===== config.mk =====
export PLATFORM = sky130hd
export DESIGN_NAME = mux_arbiter4
export DESIGN_NICKNAME = d
export VERILOG_FILES = /design/src/rtl/mux_arbiter4.sv
export SDC_FILE = /design/constraint.sdc
export NUM_CORES = 1
export LEC_CHECK = 0
export BUFFER_PORTS_ARGS = -buffer_cell sky130_fd_sc_hd__buf_2
export CORE_MARGIN = 2
export CORE_UTILIZATION = 50
export CTS_CLUSTER_DIAMETER = 80
export DETAILED_ROUTE_END_ITERATION = 16
export HOLD_SLACK_MARGIN = 0.1
export MAX_ROUTING_LAYER = met4
export PLACE_DENSITY = 0.9
export SYNTH_ARGS = -nofsm -noshare
export SYNTH_HDL_FRONTEND = slang
export SYNTH_SLANG_ARGS = --single-unit

===== constraint.sdc =====
create_clock -name clk -period 5.7 [get_ports clk]
set_clock_uncertainty 0.1 [all_clocks]
set_input_delay 1.14 -clock clk [delete_from_list [all_inputs] [get_ports clk]]
set_output_delay 1.14 -clock clk [all_outputs]
set_load 0.005 [all_outputs]

===== src/rtl/mux_arbiter4.sv =====
// Four-requester round-robin arbiter driving a 4:1 data mux, with bursts bounded by a beat
// limit, by the requester's last flag, or by the requester withdrawing.
module mux_arbiter4 #(
   parameter int unsigned DW        = 8,
   parameter int unsigned MAX_BURST = 4
) (
   input  logic            clk,
   input  logic            rst_n,
   input  logic [3:0]      req,
   input  logic [4*DW-1:0] data,
   input  logic [3:0]      last,
   input  logic            out_ready,
   output logic [3:0]      gnt,
   output logic [1:0]      sel,
   output logic            out_valid,
   output logic [DW-1:0]   out_data,
   output logic            out_last,
   output logic            busy
);

   localparam logic [3:0] MaxCnt = 4'(MAX_BURST);

   typedef enum logic [0:0] {StIdle, StGrant} state_e;

   state_e      state_q, state_d;
   logic [1:0]  sel_q, sel_d;
   logic [1:0]  ptr_q, ptr_d;
   logic [3:0]  count_q, count_d;

   logic [DW-1:0] lanes [4];
   logic [1:0]    lane_sel;
   logic          cur_req, cur_last, beat, burst_end;
   logic [3:0]    count_inc;

   // Nearest set bit after p wins; p itself is checked last.
   function automatic logic [1:0] rr_pick(input logic [1:0] p, input logic [3:0] r);
      logic [1:0] idx;
      rr_pick = p;
      for (int i = 4; i >= 1; i--) begin
         idx = p + 2'(i);
         if (r[idx]) rr_pick = idx;
      end
   endfunction

   always_comb begin
      for (int k = 0; k < 4; k++) lanes[k] = data[k*DW +: DW];
   end

   assign busy      = (state_q == StGrant);
   assign sel       = sel_q;
   assign gnt       = busy ? (4'b0001 << sel_q) : 4'b0000;
   assign lane_sel  = rst_n ? sel_q : 2'd0;
   assign out_data  = lanes[lane_sel];
   assign cur_req   = req[sel_q];
   assign cur_last  = last[sel_q];
   assign out_valid = rst_n & busy & cur_req;
   assign out_last  = rst_n & busy & cur_last;
   assign beat      = out_valid & out_ready;
   assign count_inc = count_q + 4'd1;
   assign burst_end = busy & (~cur_req | (beat & (cur_last | (count_inc == MaxCnt))));

   always_comb begin
      state_d = state_q;
      sel_d   = sel_q;
      ptr_d   = ptr_q;
      count_d = count_q;
      case (state_q)
         StIdle: begin
            if (|req) begin
               sel_d   = rr_pick(ptr_q, req);
               count_d = 4'd0;
               state_d = StGrant;
            end
         end
         StGrant: begin
            if (beat) count_d = count_inc;
            if (burst_end) begin
               ptr_d   = sel_q;
               count_d = 4'd0;
               // Zero-bubble handover: the new owner is chosen against the just-ended owner.
               if (|req) sel_d = rr_pick(sel_q, req);
               else      state_d = StIdle;
            end
         end
      endcase
   end

   always_ff @(posedge clk) begin
      if (!rst_n) begin
         state_q <= StIdle;
         sel_q   <= 2'd0;
         ptr_q   <= 2'd3;
         count_q <= 4'd0;
      end else begin
         state_q <= state_d;
         sel_q   <= sel_d;
         ptr_q   <= ptr_d;
         count_q <= count_d;
      end
   end

endmodule


Yosys cells after proc, flatten, opt, wreduce, memory -nomap -nowiden
Cells that the tools add are included.
{"block": "classes", "add_sub_neg": 7, "n_mul": 0, "n_div": 0, "order_cmp": 8, "n_eq_ne": 6, "shifts": 1, "muxes": 38, "bitwise_logic": 11, "reduce_logical": 4}
{"op": "$lt A2 B3 Y1 const B", "n": 7}
{"op": "$mux W2", "n": 10}
{"op": "$bmux W1 S2", "n": 8}
{"op": "$bmux W8 S2", "n": 1}
{"op": "$mux W4", "n": 4}
{"op": "$mux W8", "n": 2}
{"op": "$mux W1", "n": 10}
{"op": "$add A2 B2 Y2 const B", "n": 4}
{"op": "$pmux W4 S2", "n": 1}
{"op": "$and A1 B1 Y1", "n": 6}
{"op": "$add A2 B1 Y2 const B", "n": 2}
{"op": "$add A4 B1 Y4 const B", "n": 1}
{"op": "$eq A4 B3 Y1 const B", "n": 1}
{"op": "$ne A2 B1 Y1 const B", "n": 2}
{"op": "$ne A4 B1 Y1 const B", "n": 1}
{"op": "$pmux W2 S2", "n": 1}
{"op": "$reduce_and A2 Y1", "n": 2}
{"op": "$reduce_and A4 Y1", "n": 1}
{"op": "$reduce_or A4 Y1", "n": 1}
{"op": "$shl A1 B2 Y4 const A", "n": 1}
{"op": "$ge A3 B3 Y1 const B", "n": 1}
{"op": "$ne A3 B1 Y1 const B", "n": 1}
{"op": "$not A2 Y3", "n": 1}
{"op": "$ne A2 B2 Y1 const B", "n": 1}
{"op": "3 further kinds", "n": 5}
{"block": "word_totals", "register_bits": 9, "latchBits": 0, "ramBits": 0, "mem_bits_ro": 0, "inputBits": 43, "out_inout_bits": 17, "mem_count": 0}

Depth between registers and ports, before layout
{"block": "logic_depth", "ltp_word": 9, "mapped_depth": 9, "depth_no_buf": 7}

Worst setup path before layout
No wires, ideal clock.
{"block": "synth_timing", "path_type": "input -> output", "from": "input rst_n", "to": "output out_data[0]", "arrival_ns": 1.941, "required_ns": 4.460, "slack_ns": 2.519, "path_stages": 4, "n_path_buf": 2, "path_cell_list": "clkbuf_1 -> clkbuf_1 -> o22ai_1 -> a21oi_1"}
{"block": "synth_via", "elab_chain_len": 5}
{"item": "from (decl)", "line": "8", "text": "input logic rst_n,"}
{"item": "$mux W2", "line": "52", "text": "assign lane_sel = rst_n ? sel_q : 2'd0;"}
{"item": "$not A2 Y3 (implied by the code)", "line": "53", "text": "assign out_data = lanes[lane_sel];"}
{"item": "$bmux W8 S2", "line": "53"}
{"item": "$mux W8 (implied by the code) (2 in a row)", "line": "53"}
{"item": "to (decl)", "line": "16", "text": "output logic [DW-1:0] out_data,"}
Every way passes these cells. The select of a mux whose other input is x is not followed.

Worst setup path in the final report
{"block": "layout_timing", "from": "input rst_n", "to": "output out_data[4]"}
The elaborated chain is that of the path after synthesis.

==> flow_summary.ini <==
[outcome]
outcome = complete, no violations

[hold_path]
hold_class = flop to flop

[clock_network]
post_cts_resized = 0
htreeDepth = 1
hold_buffers = 0
cts_setup_buffers = 0
clkTransAtPathRegs_ns = 0.06
clock-sinks = 9
clock_latency_ns = 0.26
tritoncts = yes
clock_path_buffers = 2
cts-root-buf = clkbuf_4
cts_buffers = 3

[floorplanning]
core_mm2 = 0.00225
rows = 17
die_w_um = 53.3
dieArea_mm2 = 0.00285
start_util = 0.540
die_h_um = 53.3
io_pins = 60

[job]
cap_violations = 0

[logic_synthesis]
synthCells = 154
synth.most_common_cell = o21ai_0
synth-async-reset-ratio = 0
synthFlopType = dfxtp_1
synth.avg_cell_area_um2 = 7.91
synth_seq_area_share = 0.148
netlist_top_cells_area = dfxtp_1, mux2_2, mux2i_1, ha_1, o22ai_1
synth_common_cells = o21ai_0, nand2_1, o22ai_1
synth_cell_types = 39
yosys.area.top_type = dfxtp_1
yosysWarnings = 0
ys_ff_latch = 9
syn_nets = 203
synth-edff-count = 0
syn_area_mm2 = 0.00122
synth_top_cell_area_share = 0.148

[drt]
num_vias = 1366
drtIter0Drc = 32
routed_wirelength_mm = 3.18
vias_per_cell = 5.84
first_pass_iters = 4
drc = 0
detail-route-antenna-nets = 0
wl_per_cell_um = 13.6

[power_and_ir_drop]
p_per_area_mw_per_mm2 = 212
p_leak_uw = 0.000668
vdd_ir_drop_max_mv = 0.155
total_power_uw = 323

[sta]
period_minus_slack_ns = 3.52
tightest_slew_ns = 0.674
final.setup.tns_ns = 0
finalHoldViolCount = 0
max_freq_ghz = 0.284
whs_ns = 0.418
setup_viol = 0
drv_slew = 0
slew_headroom = 0.547
finalCritPeriodShare = 0.618
rsz0062_at_grt = no

[placement]
gp_congestion = 0.822
hpwlAfterDp_mm = 2.37
port_buffers = 59
placed_cells = 230

[cells_and_area]
layout.nets = 256
syn_to_final_growth_pct = 25.0
nFillCells = 198
post-route-util = 0.675
drive_above_1_share = 0.374
diodes = 0
layout.cells.non_filler = 234

[setup_path]
cpMostUsedCell = buf_2
worst-setup-path-type = primary input to primary output
crit_slowest_cell = buf_2
cpPeakStageDelay_ns = 0.40
crit_required_ns = 4.46
worst_setup_path_end_kind = primary output
start_kind = primary input
crit_family = buffers and inverters
crit_buf_inv = 2
cp.arrival_ns = 2.28
critPathMaxFanout = 31
path_cells = buf_2 > nand2_1 > o22ai_1 > a21oi_1 > buf_2

[global_routing]
track_usage = 0.222
grt_pass1_wl_mm = 4.69
first_global_vias = 1135
grt_max_degree = 32
overflow = 0
antenna_found_initial = 0
## layout by cell type, fill, tap and decap left out, drive strengths merged, types with 2 or more instances in the layout
master and n:
and2 6, o31a 2, nor2b 9, nand3b 8, ha 6, nand3 3, mux2 8, o21ai 14
nor2 6, and3 3, o311ai 5, a21oi 10, dfxtp 9, inv 3, a211oi 2, o22ai 11
mux4 2, clkbuf 4, mux2i 8, a21boi 2, nand2 12, buf 60
## worst register-to-register path, stage by stage, from the launching register on
cell and delay [ns]:
dfxtp_1 0.59, inv_1 0.35, ha_1 0.46, mux2i_1 0.27
nand2_1 0.07, a21boi_0 0.21, o32ai_2 0.13, mux2i_1 0.15
## routing by layer
metal | up-vias | routed length, um | global-route usage
met3 | 4 | 189 | 0.0141
met4 | 0 | 29 | 0.0812
li1 | 690 | - | -
met1 | 621 | 1350 | 0.268
met5 | - | 0 | -
met2 | 51 | 1610 | 0.387
## through the flow
step / worst slack, ns / cell area [um^2]
floorplan: 2.52 / 1220
global placement: 2.22 / 1500
detailed placement: 2.21 / 1500
CTS: 2.21 / 1520
global route: 2.00 / 1520
finish: 2.18 / 1520
## worst paths after layout
path                                  from          end  slack, ns  cells past startpoint
worst min-delay path            count_q[2]   count_q[2]       0.42                      2
worst max register to register      sel[1]       sel[0]       3.25                      7
worst max-delay path                 rst_n  out_data[4]       2.18                      5
worst min register to register  count_q[2]   count_q[2]       0.42                      2
## power by group
group / internal, uW / switching [uW]
registers: 70.9 / 18.3
clock network: 26.9 / 21.3
logic: 94.3 / 91.6
## sequential cells by signal, summed over array words and instances (netlist names)
| name | cells |
|---|---|
| ptr_q | 2 |
| count_q | 4 |
| sel | 2 |
| busy | 1 |
## logic make-up (layout without fill, tap and decap cells)
group	after synthesis	after routing	share of synthesized area
AOI/OAI and AO/OA	55	55	0.318
adders and majority gates	6	6	0.0617
buffers and inverters	15	67	0.0586
DFF	9	9	0.148
muxes	18	18	0.177
and+or+nand+nor	51	51	0.237
## final cells by class
type / count / area [um^2] / area share
timing repair buffer: 60 / 303 / 0.199
sequential: 9 / 180 / 0.118
inverter: 3 / 11.3 / 0.00740
clock buffer: 4 / 26.3 / 0.0173
multi-input combinational: 130 / 966 / 0.635
tap: 28 / 35.0 / 0.0230
Power figures use the tool's default switching activity.
